File: src/rtl/btn_pkg.sv
// rtl/btn_pkg.sv - shared FSM encoding and default timing for the button reader.
package btn_pkg;

  typedef enum logic [2:0] {
    IDLE       = 3'd0,
    PRESS_WAIT = 3'd1,
    HELD       = 3'd2,
    LONG_HELD  = 3'd3,
    REL_WAIT   = 3'd4
  } btn_state_e;

  localparam int unsigned DEF_DEBOUNCE_CYCLES = 1_000_000;
  localparam int unsigned DEF_LONG_CYCLES     = 100_000_000;

endpackage

File: src/rtl/sync_2ff.sv
// rtl/sync_2ff.sv - two-flop synchroniser for one asynchronous input bit.
module sync_2ff #(
  parameter logic RESET_VAL = 1'b0
) (
  input  logic clk_i,
  input  logic rst_i,
  input  logic d_i,
  output logic q_o
);

  logic meta_q;
  logic sync_q;

  // The raw input feeds the first flop directly, with no logic in front of it.
  always_ff @(posedge clk_i or posedge rst_i) begin
    if (rst_i) begin
      meta_q <= RESET_VAL;
      sync_q <= RESET_VAL;
    end else begin
      meta_q <= d_i;
      sync_q <= meta_q;
    end
  end

  assign q_o = sync_q;

endmodule

File: src/rtl/button_reader.sv
// rtl/button_reader.sv - debounced active-low pushbutton reader with pulses, long-press and press counter.
module button_reader
  import btn_pkg::*;
#(
  parameter int unsigned DEBOUNCE_CYCLES = DEF_DEBOUNCE_CYCLES,
  parameter int unsigned LONG_CYCLES     = DEF_LONG_CYCLES,
  parameter int unsigned CNT_W           = 8
) (
  input  logic             i_clk,
  input  logic             i_rst,
  input  logic             i_btn_n,
  input  logic             i_clr_count,
  output logic             o_pressed,
  output logic             o_press_pulse,
  output logic             o_rel_pulse,
  output logic             o_long_press,
  output logic [CNT_W-1:0] o_press_count
);

  localparam int DB_W   = $clog2(DEBOUNCE_CYCLES) + 1;
  localparam int HOLD_W = $clog2(LONG_CYCLES) + 1;

  localparam logic [DB_W-1:0]   DB_LAST   = DB_W'(DEBOUNCE_CYCLES - 1);
  localparam logic [HOLD_W-1:0] HOLD_LAST = HOLD_W'(LONG_CYCLES - 1);

  logic btn_sync_n;
  logic s_btn;

  btn_state_e        state_q, state_d;
  logic [DB_W-1:0]   db_cnt_q, db_cnt_d;
  logic [HOLD_W-1:0] hold_cnt_q, hold_cnt_d;
  logic              from_long_q, from_long_d;
  logic              pressed_q, pressed_d;
  logic              press_pulse_q, press_pulse_d;
  logic              rel_pulse_q, rel_pulse_d;
  logic              long_q, long_d;
  logic [CNT_W-1:0]  count_q, count_d;
  logic [CNT_W-1:0]  count_base;
  logic              commit;

  // Resets to "released" so a button held through reset shows up as a fresh press.
  sync_2ff #(
    .RESET_VAL(1'b1)
  ) u_sync (
    .clk_i (i_clk),
    .rst_i (i_rst),
    .d_i   (i_btn_n),
    .q_o   (btn_sync_n)
  );

  assign s_btn = ~btn_sync_n;

  always_ff @(posedge i_clk or posedge i_rst) begin
    if (i_rst) begin
      state_q       <= IDLE;
      db_cnt_q      <= '0;
      hold_cnt_q    <= '0;
      from_long_q   <= 1'b0;
      pressed_q     <= 1'b0;
      press_pulse_q <= 1'b0;
      rel_pulse_q   <= 1'b0;
      long_q        <= 1'b0;
      count_q       <= '0;
    end else begin
      state_q       <= state_d;
      db_cnt_q      <= db_cnt_d;
      hold_cnt_q    <= hold_cnt_d;
      from_long_q   <= from_long_d;
      pressed_q     <= pressed_d;
      press_pulse_q <= press_pulse_d;
      rel_pulse_q   <= rel_pulse_d;
      long_q        <= long_d;
      count_q       <= count_d;
    end
  end

  always_comb begin
    state_d       = state_q;
    db_cnt_d      = db_cnt_q;
    hold_cnt_d    = hold_cnt_q;
    from_long_d   = from_long_q;
    pressed_d     = pressed_q;
    long_d        = long_q;
    press_pulse_d = 1'b0;
    rel_pulse_d   = 1'b0;
    commit        = 1'b0;

    case (state_q)
      IDLE: begin
        if (s_btn) begin
          state_d  = PRESS_WAIT;
          db_cnt_d = DB_W'(1);
        end
      end
      PRESS_WAIT: begin
        if (!s_btn) begin
          state_d  = IDLE;
          db_cnt_d = '0;
        end else if (db_cnt_q == DB_LAST) begin
          state_d       = HELD;
          pressed_d     = 1'b1;
          press_pulse_d = 1'b1;
          hold_cnt_d    = '0;
          commit        = 1'b1;
        end else begin
          db_cnt_d = db_cnt_q + DB_W'(1);
        end
      end
      HELD: begin
        // A pending release takes priority over reaching the long-press threshold.
        if (!s_btn) begin
          state_d     = REL_WAIT;
          db_cnt_d    = DB_W'(1);
          from_long_d = 1'b0;
        end else if (hold_cnt_q == HOLD_LAST) begin
          state_d = LONG_HELD;
          long_d  = 1'b1;
        end else begin
          hold_cnt_d = hold_cnt_q + HOLD_W'(1);
        end
      end
      LONG_HELD: begin
        if (!s_btn) begin
          state_d     = REL_WAIT;
          db_cnt_d    = DB_W'(1);
          from_long_d = 1'b1;
        end
      end
      REL_WAIT: begin
        if (s_btn) begin
          state_d  = from_long_q ? LONG_HELD : HELD;
          db_cnt_d = '0;
        end else if (db_cnt_q == DB_LAST) begin
          state_d     = IDLE;
          db_cnt_d    = '0;
          pressed_d   = 1'b0;
          long_d      = 1'b0;
          rel_pulse_d = 1'b1;
        end else begin
          db_cnt_d = db_cnt_q + DB_W'(1);
        end
      end
      default: begin
        state_d = IDLE;
      end
    endcase

    // A clear coinciding with a commit still counts that press.
    count_base = i_clr_count ? '0 : count_q;
    count_d    = commit ? count_base + CNT_W'(1) : count_base;
  end

  assign o_pressed     = pressed_q;
  assign o_press_pulse = press_pulse_q;
  assign o_rel_pulse   = rel_pulse_q;
  assign o_long_press  = long_q;
  assign o_press_count = count_q;

endmodule
File: config.mk
export PLATFORM = sky130hd
export DESIGN_NAME = button_reader
export DESIGN_NICKNAME = d
export VERILOG_FILES = /design/src/rtl/btn_pkg.sv /design/src/rtl/sync_2ff.sv /design/src/rtl/button_reader.sv
export SDC_FILE = /design/constraint.sdc
export NUM_CORES = 1
export LEC_CHECK = 0
export CORE_UTILIZATION = 45
export CTS_CLUSTER_DIAMETER = 120
export DETAILED_ROUTE_END_ITERATION = 12
export PLACE_DENSITY_LB_ADDON = 0.3
export SYNTH_ARGS = -nofsm -noshare
export SYNTH_HDL_FRONTEND = slang
export SYNTH_SLANG_ARGS = --single-unit
export TNS_END_PERCENT = 5
File: constraint.sdc
create_clock -name i_clk -period 2.45 [get_ports i_clk]
set_input_delay 0.49 -clock i_clk [delete_from_list [all_inputs] [get_ports i_clk]]
set_output_delay 0.49 -clock i_clk [all_outputs]
set_load 0.1 [all_outputs]
==> flow_metrics.py <==
metrics = {
    "outcome": {
        "status": "finished, final reports clean",
    },
    "critical_path": {
        "end_kind": "register",
        "cp_cell_sequence": "or3b_1 > or4_1 > or4_1 > buf_6 > o21ai_4 > or3_1 > a21oi_1",
        "crit_arrival_ns": 2.52,
        "path_class": "register to register",
        "slowest_delay_ns": 0.51,
        "critPathLaunchType": "register",
        "path_buf_inv": 1,
        "cp_top_family": "simple AND/OR/NAND/NOR gates",
        "cp_common_cell": "or4_1",
        "cp_max_fo": 8,
        "required_ns": 2.67,
        "worst_path_max_delay_cell": "or4_1",
    },
    "layout": {
        "num_antenna_cells": 0,
        "final_cells": 522,
        "final_nets": 422,
        "areaGrowthSynthToFinish_pct": 14.4,
        "drive_above_1_share_pct": 16.4,
    },
    "synth": {
        "synth_xor_area_share_pct": 10.8,
        "ys_seq_area_share_pct": 46.0,
        "synth_fa_ha_area_share_pct": 1.03,
        "synth_top_family_by_area": "simple AND/OR/NAND/NOR gates",
        "synth_fp_nets": 391,
        "synth.most_common_cell": "dfrtp_1",
        "ys_ff_latch": 67,
        "synthSimpleGateAreaFrac_pct": 29.0,
        "synth_cell_types": 53,
        "synthTopCellsByCount": "65 x dfrtp_1, 61 x nor2_1, 34 x nand2_1, 31 x xor2_1, 21 x nand3_1",
        "synthMuxAreaShare_pct": 0.308,
        "synth_top_area_share_pct": 44.6,
        "synth-compound-area-share_pct": 10.7,
        "yosys.area.top_type": "dfrtp_1",
        "synthFlopType": "dfrtp_1",
        "synth-edff-count": 0,
        "synth_cells": 384,
        "syn_avg_cell_area_sq_um": 9.51,
        "synthTopCellsByArea": "dfrtp_1 45%, xor2_1 7.4%, nor2_1 6.3%, nand2_1 3.5%, xnor2_1 3.4%",
        "yosys_warnings": 0,
        "async_flop_share_pct": 100,
        "synth.cell_area_sq_um": 3650,
    },
    "sta": {
        "hold_viol_final": 0,
        "finalSetupTns_ns": 0,
        "fin_crit_ns": 2.31,
        "relSlewSlack_pct": 72.4,
        "worst_pin_slew_ns": 0.411,
        "setup_viol": 0,
        "maxSlewViolCount": 0,
        "post-route-period-util_pct": 94.2,
        "skew_ns": 0.0100,
        "max_freq_mhz": 433,
        "grt_setup_unrepaired": "true",
    },
    "die": {
        "fp-row-count": 32,
        "die_w_um": 92.1,
        "die_area_sq_um": 8480,
        "coreArea_sq_um": 7770,
        "ios": 16,
        "start_util_pct": 47.0,
        "die_y_um": 92.1,
    },
    "clock_network": {
        "clkTransAtPathRegs_ns": 0.07,
        "ctsHoldBuffers": 0,
        "clock_path_buffers": 2,
        "clk_latency_ns": 0.35,
        "htreeDepth": 3,
        "root_buffer": "clkbuf_8",
        "cts.sinks": 67,
        "cts_tree": "yes",
        "cts_made_buffers": 9,
        "cts_setup_buffers": 0,
    },
    "power": {
        "switching_share_pct": 23.7,
        "cellLeakagePower_nw": 1.82,
        "p_clk_share_pct": 39.6,
        "seqPwrFrac_pct": 55.6,
        "power-per-cell-area_nw_per_um2": 484,
        "comb_power_share_pct": 4.8,
        "p_total_mw": 2.02,
        "internal-power_mw": 1.54,
        "peakVddDrop_uv": 228,
        "net-switching-power_uw": 480,
    },
    "global_route": {
        "grt_pass1_vias": 2794,
        "track_usage_pct": 19.7,
        "met3_usage_pct": 3.98,
        "grt-ovfl-total": 0,
        "antenna_found_initial": 0,
        "grt_max_degree": 68,
        "busiest_layer": "met2",
        "met1_usage_pct": 26.9,
        "grt_pass1_wl_um": 13200,
        "met2_usage_pct": 29.7,
    },
    "place": {
        "numPortBuffers": 15,
        "place_inst": 505,
        "dp_hpwl_um": 5280,
        "place.gp.congestion": 0.819,
    },
    "run": {
        "cap_violations": 0,
    },
    "detailed_routing": {
        "detail_route.wl_per_cell_um": 14.8,
        "num_vias": 2922,
        "ant_nets": 0,
        "vias_per_cell": 5.60,
        "drt_pass1_iterations": 4,
        "drtIter0Drc": 168,
        "routed_wl_um": 7720,
        "drc": 0,
    },
    "hold_path": {
        "hold_class": "register to register",
    },
}
routing by layer:
metal,part of all wire (%),routed length (um)
met5,0,0
met4,1.5,117
met3,3.9,302
met2,46,3550
met1,49,3750
placed cells by master (no fill, tap or decap), types with 4 or more instances in the layout:
cell type  Yosys  routed
inv_1          5       4
nor4_1         4       4
nor3_1         6       6
nand2_1       34      34
a211oi_1       6       6
nor4b_1        5       5
buf_4          0      27
nand3_1       21      21
nor2b_1        5       5
clkbuf_8       0      10
and3_1        14      14
xor2_1        31      31
or3_1          7       6
nor2_1        61      61
o21ai_0        7       7
xnor2_1       14      14
nand4_1       15      15
a21oi_1       11      11
dfrtp_1       65      65
o211ai_2       7       7
state kept, by name (all words and copies together), names as in the netlist:
name / cells
db_cnt_q: 21
from_long_q: 1
hold_cnt_q: 28
o_long_press: 1
o_press_count: 8
o_press_pulse: 1
o_pressed: 1
o_rel_pulse: 1
state_q: 3
u_sync.meta_q: 1
u_sync.q_o: 1
power by group through the flow:
stage          clock network [mW]  registers [mW]  logic (mW)
2_1_floorplan                   0            1.14      0.0614
3_3_place_gp                    0            1.14      0.0963
3_5_place_dp                    0            1.14      0.0989
4_1_cts                     0.820            1.12      0.0990
5_1_grt                     0.870            1.12       0.109
6_report                    0.800            1.12      0.0968
final timing paths:
path	startpoint	to	slack, ns	cells after the start
worst max-delay path	state_q[2]	hold_cnt_q[2]	0.14	7
worst min-delay path	u_sync.meta_q	u_sync.q_o	0.36	0
worst max register to register	state_q[2]	hold_cnt_q[2]	0.14	7
worst min register to register	u_sync.meta_q	u_sync.q_o	0.36	0
max in group asynchronous	i_rst	u_sync.meta_q	1.59	3
min in group asynchronous	i_rst	hold_cnt_q[10]	0.54	3
per-stage QoR:
step | util [%] | worst slack (ns) | instance area (sq um) | hold slack, ns
CTS | 53.4 | 0.0828 | 4150 | 0.358
detailed placement | 51.3 | 0.0940 | 3980 | 0.351
global placement | 51.3 | 0.130 | 3980 | 0.346
finish | 53.8 | 0.142 | 4180 | 0.356
global route | 53.8 | -0.00120 | 4180 | 0.363
floorplan | - | 0.185 | 3650 | 0.345
kinds of logic (layout without fill, tap and decap cells):
group,after synthesis,count (layout)
AO/OA/AOI/OAI,51,52
XOR/XNOR,45,45
adder cells (fa/ha/maj),3,3
buffers and inverters,19,54
flip-flops,67,67
multiplexers,1,1
AND/OR/NAND/NOR,198,198
layout make-up:
cell class / count / area [sq um]
Fill cell: 723 / 3590
Tap cell: 102 / 128
Clock inverter: 3 / 15.0
Timing Repair Buffer: 33 / 275
Clock buffer: 13 / 149
Sequential cell: 67 / 1680
Multi-Input combinational cell: 299 / 1910
Inverter: 5 / 18.8
worst reg2reg max path, stage by stage (launching register included):
cell and delay [ns]:
dfrtp_1 0.39, or3b_1 0.39, or4_1 0.51, or4_1 0.42, buf_6 0.17, o21ai_4 0.09
or3_1 0.14, a21oi_1 0.06
what timing repair did:
action	4_1_cts	5_1_grt
gates resized for setup	0	4
setup endpoints to repair	0	4
endpoints found under the hold margin	0	0
No activity file was read; power rests on OpenSTA's default activity.
